### config.mk
export PLATFORM = sky130hd
export DESIGN_NAME = pattern_count_engine_flat
export DESIGN_NICKNAME = d
export VERILOG_FILES = /design/src/rtl/pattern_count_engine_if.sv /design/src/rtl/pattern_count_engine.sv /design/src/flat_wrapper.sv
export SDC_FILE = /design/constraint.sdc
export NUM_CORES = 1
export LEC_CHECK = 0
export CAP_MARGIN = 20
export CORE_UTILIZATION = 30
export DETAILED_ROUTE_END_ITERATION = 8
export DONT_BUFFER_PORTS = 1
export PLACE_DENSITY_LB_ADDON = 0.12
export SYNTH_ARGS = -nofsm -noshare
export SYNTH_HDL_FRONTEND = slang
export SYNTH_SLANG_ARGS = --single-unit
### constraint.sdc
create_clock -name clk -period 9 [get_ports clk]
set_clock_uncertainty 0.15 [all_clocks]
set_input_delay 2.7 -clock clk [delete_from_list [all_inputs] [get_ports clk]]
set_output_delay 2.7 -clock clk [all_outputs]
set_load 0.005 [all_outputs]
### src/rtl/pattern_count_engine_if.sv
// Bus bundle for pattern_count_engine.
// Carries the launch handshake (start, pat, pat_mask, busy, done), the three
// result counts, and the data-memory read port (mem_rd_en, mem_addr, mem_rdata).
// modport master : the engine side, which is the memory-read master.
// modport slave  : the core/memory side, which launches runs and serves reads.
interface pattern_count_engine_if #(
  parameter int PAT_W  = 5,
  parameter int ADDR_W = 8,
  parameter int CNT_W  = 16
);
  logic              start;
  logic [PAT_W-1:0]  pat;
  logic [PAT_W-1:0]  pat_mask;
  logic              mem_rd_en;
  logic [ADDR_W-1:0] mem_addr;
  logic [7:0]        mem_rdata;
  logic              busy;
  logic              done;
  logic [CNT_W-1:0]  cnt_within;
  logic [CNT_W-1:0]  cnt_bytes;
  logic [CNT_W-1:0]  cnt_stream;

  modport master (
    input  start, pat, pat_mask, mem_rdata,
    output mem_rd_en, mem_addr, busy, done, cnt_within, cnt_bytes, cnt_stream
  );

  modport slave (
    output start, pat, pat_mask, mem_rdata,
    input  mem_rd_en, mem_addr, busy, done, cnt_within, cnt_bytes, cnt_stream
  );
endinterface

### src/rtl/pattern_count_engine.sv
// Bit-pattern search accelerator.
// Streams NBYTES bytes from data memory starting at BASE_ADDR and counts
// masked matches of a PAT_W-bit pattern: inside each byte (cnt_within),
// bytes holding any in-byte match (cnt_bytes), and over the MSB-first
// concatenated stream including byte-crossing windows (cnt_stream).
// Ports:
//   clk   - system clock, rising edge
//   reset - synchronous, active-high
//   bus   - pattern_count_engine_if.master: start/pat/pat_mask in,
//           busy/done/counts out, mem_rd_en/mem_addr out, mem_rdata in
//
// state    | meaning
// ---------+-----------------------------------------------------------
// S_IDLE   | after reset, waiting for start
// S_READ   | issuing one read per cycle, addresses BASE_ADDR..+NBYTES-1
// S_DRAIN  | last byte returning and being accumulated
// S_DONE   | counts valid, done held until next start
module pattern_count_engine #(
  parameter int PAT_W     = 5,
  parameter int NBYTES    = 32,
  parameter int ADDR_W    = 8,
  parameter int BASE_ADDR = 0,
  parameter int CNT_W     = 16
) (
  input  logic                   clk,
  input  logic                   reset,
  pattern_count_engine_if.master bus
);

  localparam logic [1:0] S_IDLE  = 2'd0;
  localparam logic [1:0] S_READ  = 2'd1;
  localparam logic [1:0] S_DRAIN = 2'd2;
  localparam logic [1:0] S_DONE  = 2'd3;

  localparam int              RC_W    = (NBYTES > 1) ? $clog2(NBYTES) : 1;
  localparam logic [RC_W-1:0] RC_LAST = RC_W'(NBYTES - 1);
  localparam logic [ADDR_W-1:0] BASE  = ADDR_W'(BASE_ADDR);

  logic [1:0]        state;
  logic [PAT_W-1:0]  pat_q;
  logic [PAT_W-1:0]  mask_q;
  logic [RC_W-1:0]   rd_cnt;
  logic              rd_valid;   // mem_rd_en delayed: mem_rdata holds a byte
  logic              first_byte; // next accumulated byte is byte 0
  logic [PAT_W-2:0]  tail;
  logic              mem_rd_en;
  logic [ADDR_W-1:0] mem_addr;
  logic              busy;
  logic              done;
  logic [CNT_W-1:0]  cnt_within;
  logic [CNT_W-1:0]  cnt_bytes;
  logic [CNT_W-1:0]  cnt_stream;

  logic [PAT_W+6:0]  cat;
  logic [3:0]        hits_within;
  logic [3:0]        hits_cross;
  logic [3:0]        hits_stream;

  function automatic logic is_hit(input logic [PAT_W-1:0] w,
                                  input logic [PAT_W-1:0] p,
                                  input logic [PAT_W-1:0] m);
    return ((w ^ p) & ~m) == '0;
  endfunction

  // Byte 0 has no history, so its stream windows are exactly its in-byte
  // windows; later bytes count the 8 windows ending inside the byte.
  always_comb begin
    hits_within = '0;
    hits_cross  = '0;
    cat         = {tail, bus.mem_rdata};
    for (int k = 0; k <= 8 - PAT_W; k++) begin
      if (is_hit(bus.mem_rdata[k +: PAT_W], pat_q, mask_q))
        hits_within = hits_within + 4'd1;
    end
    for (int k = 0; k < 8; k++) begin
      if (is_hit(cat[k +: PAT_W], pat_q, mask_q))
        hits_cross = hits_cross + 4'd1;
    end
    hits_stream = first_byte ? hits_within : hits_cross;
  end

  always_ff @(posedge clk) begin
    if (reset) begin
      state      <= S_IDLE;
      pat_q      <= '0;
      mask_q     <= '0;
      rd_cnt     <= '0;
      rd_valid   <= 1'b0;
      first_byte <= 1'b0;
      tail       <= '0;
      mem_rd_en  <= 1'b0;
      mem_addr   <= BASE;
      busy       <= 1'b0;
      done       <= 1'b0;
      cnt_within <= '0;
      cnt_bytes  <= '0;
      cnt_stream <= '0;
    end else begin
      rd_valid <= mem_rd_en;

      if (rd_valid) begin
        cnt_within <= cnt_within + CNT_W'(hits_within);
        cnt_bytes  <= cnt_bytes + CNT_W'(hits_within != '0);
        cnt_stream <= cnt_stream + CNT_W'(hits_stream);
        tail       <= cat[PAT_W-2:0];
        first_byte <= 1'b0;
      end

      case (state)
        S_IDLE, S_DONE: begin
          if (bus.start) begin
            state      <= S_READ;
            pat_q      <= bus.pat;
            mask_q     <= bus.pat_mask;
            cnt_within <= '0;
            cnt_bytes  <= '0;
            cnt_stream <= '0;
            tail       <= '0;
            first_byte <= 1'b1;
            done       <= 1'b0;
            busy       <= 1'b1;
            mem_rd_en  <= 1'b1;
            mem_addr   <= BASE;
            rd_cnt     <= RC_LAST;
          end
        end
        S_READ: begin
          if (rd_cnt == '0) begin
            state     <= S_DRAIN;
            mem_rd_en <= 1'b0;
            mem_addr  <= BASE;
          end else begin
            mem_addr <= mem_addr + 1'b1;
            rd_cnt   <= rd_cnt - 1'b1;
          end
        end
        S_DRAIN: begin
          // Leave only once the final byte has been folded into the counts.
          if (!rd_valid) begin
            state <= S_DONE;
            done  <= 1'b1;
            busy  <= 1'b0;
          end
        end
        default: state <= S_IDLE;
      endcase
    end
  end

  assign bus.mem_rd_en  = mem_rd_en;
  assign bus.mem_addr   = mem_addr;
  assign bus.busy       = busy;
  assign bus.done       = done;
  assign bus.cnt_within = cnt_within;
  assign bus.cnt_bytes  = cnt_bytes;
  assign bus.cnt_stream = cnt_stream;

endmodule

### src/flat_wrapper.sv
// flat-port wrapper written by rule: the top's interface ports become plain ports
module pattern_count_engine_flat 
#(
  parameter int PAT_W     = 5,
  parameter int NBYTES    = 32,
  parameter int ADDR_W    = 8,
  parameter int BASE_ADDR = 0,
  parameter int CNT_W     = 16
)
  (clk, reset, bus_start, bus_pat, bus_pat_mask, bus_mem_rdata, bus_mem_rd_en, bus_mem_addr, bus_busy, bus_done, bus_cnt_within, bus_cnt_bytes, bus_cnt_stream);
  pattern_count_engine_if #(.PAT_W(PAT_W), .ADDR_W(ADDR_W), .CNT_W(CNT_W)) bus_i ();
  input  logic clk;
  input  logic reset;
  input wire logic [$bits(bus_i.start)-1:0] bus_start;
  input wire logic [$bits(bus_i.pat)-1:0] bus_pat;
  input wire logic [$bits(bus_i.pat_mask)-1:0] bus_pat_mask;
  input wire logic [$bits(bus_i.mem_rdata)-1:0] bus_mem_rdata;
  output wire logic [$bits(bus_i.mem_rd_en)-1:0] bus_mem_rd_en;
  output wire logic [$bits(bus_i.mem_addr)-1:0] bus_mem_addr;
  output wire logic [$bits(bus_i.busy)-1:0] bus_busy;
  output wire logic [$bits(bus_i.done)-1:0] bus_done;
  output wire logic [$bits(bus_i.cnt_within)-1:0] bus_cnt_within;
  output wire logic [$bits(bus_i.cnt_bytes)-1:0] bus_cnt_bytes;
  output wire logic [$bits(bus_i.cnt_stream)-1:0] bus_cnt_stream;
  assign bus_i.start = bus_start;
  assign bus_i.pat = bus_pat;
  assign bus_i.pat_mask = bus_pat_mask;
  assign bus_i.mem_rdata = bus_mem_rdata;
  assign bus_mem_rd_en = bus_i.mem_rd_en;
  assign bus_mem_addr = bus_i.mem_addr;
  assign bus_busy = bus_i.busy;
  assign bus_done = bus_i.done;
  assign bus_cnt_within = bus_i.cnt_within;
  assign bus_cnt_bytes = bus_i.cnt_bytes;
  assign bus_cnt_stream = bus_i.cnt_stream;
  pattern_count_engine #(.PAT_W(PAT_W), .NBYTES(NBYTES), .ADDR_W(ADDR_W), .BASE_ADDR(BASE_ADDR), .CNT_W(CNT_W)) u_core (.clk(clk), .reset(reset), .bus(bus_i));
endmodule
==> results.md <==
- Run status: complete, no violations
- Vias: 3680
- Crit-path slowest cell: fa_1
- RSZ-0062 raised after global routing: no
- Slew headroom: 46.08%
- Min-delay worst type: flop to flop
- Horiz. Die Dim: 128.2 um
- Total power: roughly 1.3 mW
- Max Clk Rate: about 0.12 GHz
- Residual DRC count: 0
- Post-cts repair resize count: 0
- Avg WL per Cell: between 10 and 15 um
- Clock sink total: 82
- Yosys cell types: ~50
- CP arrival: 8110 ps
- Worst-path maximum fanout: 5
- LEAKAGE: 2.066 nW
- Final setup violating endpoints: 0
- Dpl ws: approximately 590 ps
- Register share of total power: around a third
- Total Routing Usage GR: 14.24%
- Die Y-Extent: about 130 um
- Initial antenna violation count: 0
- Min Tclk post-route: 8044 ps
- Cell Rows: 45
- Mean post-synth cell area: around 8.5 um2
- Layout cells sized above 1: between 4 and 5%
- Fin Hold WS: 307.9 ps
- Clock buffer depth: 2
- Inst Count DP: 750
- Cells after Synth: 563
- Area Overhead vs Synth: 9.250%
- Antenna cells: 0
- Routability cong.: approximately 0.78
- Post-CTS Setup Inserts: 0
- H-tree level count: 3
- Port Buffers: 0
- Hold-fix buffers at CTS: 0
- Setup slack after layout: about 960 ps
- Vias per cell: between 4 and 5
- Internal: between 0.8 and 0.9 mW
- Syn nets: between 600 and 700
- Max VDD drop: between 0.09 and 0.1 mV
- Seq/Total Area, Yosys: between 30% and 40%
- Starting Density: 31.06%
- Antenna-violating nets left: 0
- Slew at the pin closest to its max-slew limit: between 800 and 900 ps
- Switch share: 39.31%
- Max_cap viols: 0
- CP max stage delay: roughly 430 ps
- Clock slew at reported path FFs: 70 ps
- Final instance count without filler cells: approximately 770
- Final setup TNS: 0 ps
- Count of state elements after synthesis: between 80 and 90
- CP Class: input pin to flop
- Total CTS buffers: 9
- Vias in the first global route: roughly 3700
- Die area: around 0.016 mm2
- Worst Setup End Kind: flop
- Final Hold Vio Count: 0
- CTS tree: yes
- First-pass DRT Iterations: 4
- Congestion Overflow GR: 0
- Most common cell on crit path: ha_1
- First-pass GRT wire length: about 18 mm
- Clock network fraction of total power: 25.3%
- Clk root buf: clkbuf_16
- Critical Path Start Type: input pin
- Largest net degree at the start of global routing: 49
- Reg2Reg Setup Slack: around 2600 ps
- Skew-Pair Late Insertion Delay: about 340 ps
- Synth warn: 0
- Mapped Area: around 0.0048 mm2
- Final Cycle Share: between 80 and 90%
- Net Switching: ~0.52 mW
- Routed WL: roughly 11 mm
- Nets: 596
- Worst path required time: 9070 ps
- CORE AREA: between 0.015 and 0.02 mm2
- Slew Limit Fails: 0
- DP Wirelength: ~8 mm
- Pwr/cell area: between 200 and 300 mW/mm2
- Comb pwr share: between 30 and 40%
- I/O pin cnt: 80
- Starting DRC count in detailed routing: between 100 and 150
[kinds of logic after synthesis]
logic type	Yosys count	synth area share, %
AND/OR/NAND/NOR	199	19.03
buffers and inverters	56	4.717
flip-flops	82	34.38
XOR/XNOR	100	19.34
AO/OA/AOI/OAI	85	12.42
other	1	0.07854
multiplexers	15	3.171
adder cells (fa/ha/maj)	25	6.866
[registers in the layout, summed over array words and instances (netlist names)]
signal                 flops
u_core.first_byte          1
u_core.rd_cnt              5
u_core.tail                4
u_core.mask_q              5
u_core.bus.done            1
u_core.bus.busy            1
u_core.bus.cnt_stream     16
u_core.bus.mem_rd_en       1
u_core.rd_valid            1
u_core.bus.mem_addr        8
u_core.bus.cnt_bytes      16
u_core.bus.cnt_within     16
u_core.pat_q               5
u_core.state               2
[cells in the mapped netlist, drive strengths merged]
cell | count | area, um2
dfxtp | 82 | 1642
nor2 | 79 | 296.5
xor2 | 65 | 588.1
nand2 | 53 | 198.9
xnor2 | 34 | 312.8
inv | 27 | 101.4
a21oi | 25 | 125.1
ha | 23 | 287.8
nand3 | 20 | 100.1
clkbuf | 19 | 71.32
mux2i | 14 | 140.1
nand4 | 11 | 68.82
and3 | 9 | 56.30
buf | 9 | 48.80
o21ai | 9 | 45.04
a211oi | 7 | 52.55
nor2b | 7 | 43.79
o22ai | 7 | 43.79
a22oi | 6 | 45.04
a222oi | 5 | 50.05
nand2b | 5 | 31.28
a21o | 4 | 30.03
a221oi | 4 | 35.03
and2 | 4 | 25.02
nor3 | 4 | 20.02
o21a | 4 | 30.03
and4 | 3 | 26.28
a21boi | 2 | 18.77
a31oi | 2 | 12.51
fa | 2 | 40.04
o211a | 2 | 20.02
o21bai | 2 | 15.01
or3 | 2 | 12.51
a2111oi | 1 | 8.760
a22o | 1 | 8.760
a32oi | 1 | 8.760
a41o | 1 | 10.01
clkinv | 1 | 3.750
conb | 1 | 3.750
mux2 | 1 | 11.26
nor3b | 1 | 7.510
nor4 | 1 | 21.27
o221ai | 1 | 26.28
o31ai | 1 | 7.510
xnor3 | 1 | 22.52
[cells in the final DEF, fill, tap and decap left out, drive strengths merged, types with 7 or more instances in the layout]
master  Yosys  final
o22ai       7      7
a211oi      7      7
nor2b       7      7
clkbuf     19     12
nand3      20     20
nand2      53     53
and3        9      9
nand4      11     11
ha         23     23
xnor2      34     34
inv        27     27
dfxtp      82     82
xor2       65     65
mux2i      14     14
o21ai       9      9
a21oi      25     25
nor2       79     79
[worst paths after layout]
path | depth (start not counted) | from | endpoint
max | 29 | bus_mem_rdata[1] | u_core.bus.cnt_stream[12]$_SDFF_PP0_
min | 2 | u_core.rd_cnt[4]$_SDFFE_PP0P_ | u_core.rd_cnt[4]$_SDFFE_PP0P_
max reg2reg | 29 | u_core.pat_q[2]$_SDFFE_PP0P_ | u_core.bus.cnt_stream[12]$_SDFF_PP0_
min reg2reg | 2 | u_core.rd_cnt[4]$_SDFFE_PP0P_ | u_core.rd_cnt[4]$_SDFFE_PP0P_
[power groups by stage]
stage	Combinational [mW]	Sequential (mW)	Clock, mW
floorplan	0.451	0.437	0
global placement	0.517	0.471	0
detailed placement	0.526	0.473	0
CTS	0.530	0.464	0.353
global route	0.602	0.470	0.367
finish	0.521	0.464	0.334
[metal layers]
layer,global-route usage [%],vias up,part of all wire [%]
li1,-,1868,-
met2,22.86,72,46
met5,0,-,0
met4,5.398,0,1.2
met1,17.92,1734,48
met3,4.257,6,5.5
[area by class of cell]
type / count / area (um2)
sequential: 82 / 1642
timing repair buffer: 4 / 30.03
inverter: 28 / 105.1
clock buffer: 12 / 236.5
tap: 211 / 264.0
multi-input combinational: 425 / 2910
clock inverter: 4 / 28.78
fill: 1629 / 10150
[metrics by stage]
| step | utilization (%) | cell area, um2 |
|---|---|---|
| after CTS | 33.94 | 5216 |
| after floorplan | - | 4775 |
| after detailed placement | 32.21 | 4951 |
| after global routing | 33.94 | 5216 |
| final | 33.94 | 5216 |
| after global placement | 32.21 | 4951 |
[worst max-delay path, delay by kind of cell]
family / cells / cell delay (ps)
compound gates: 9 / 1640
xor+xnor: 3 / 420
fa+ha+maj: 6 / 1760
buf+inv: 4 / 330
mux: 1 / 300
simple gates: 6 / 980
Note: power is estimated with default switching activity, not from simulation.
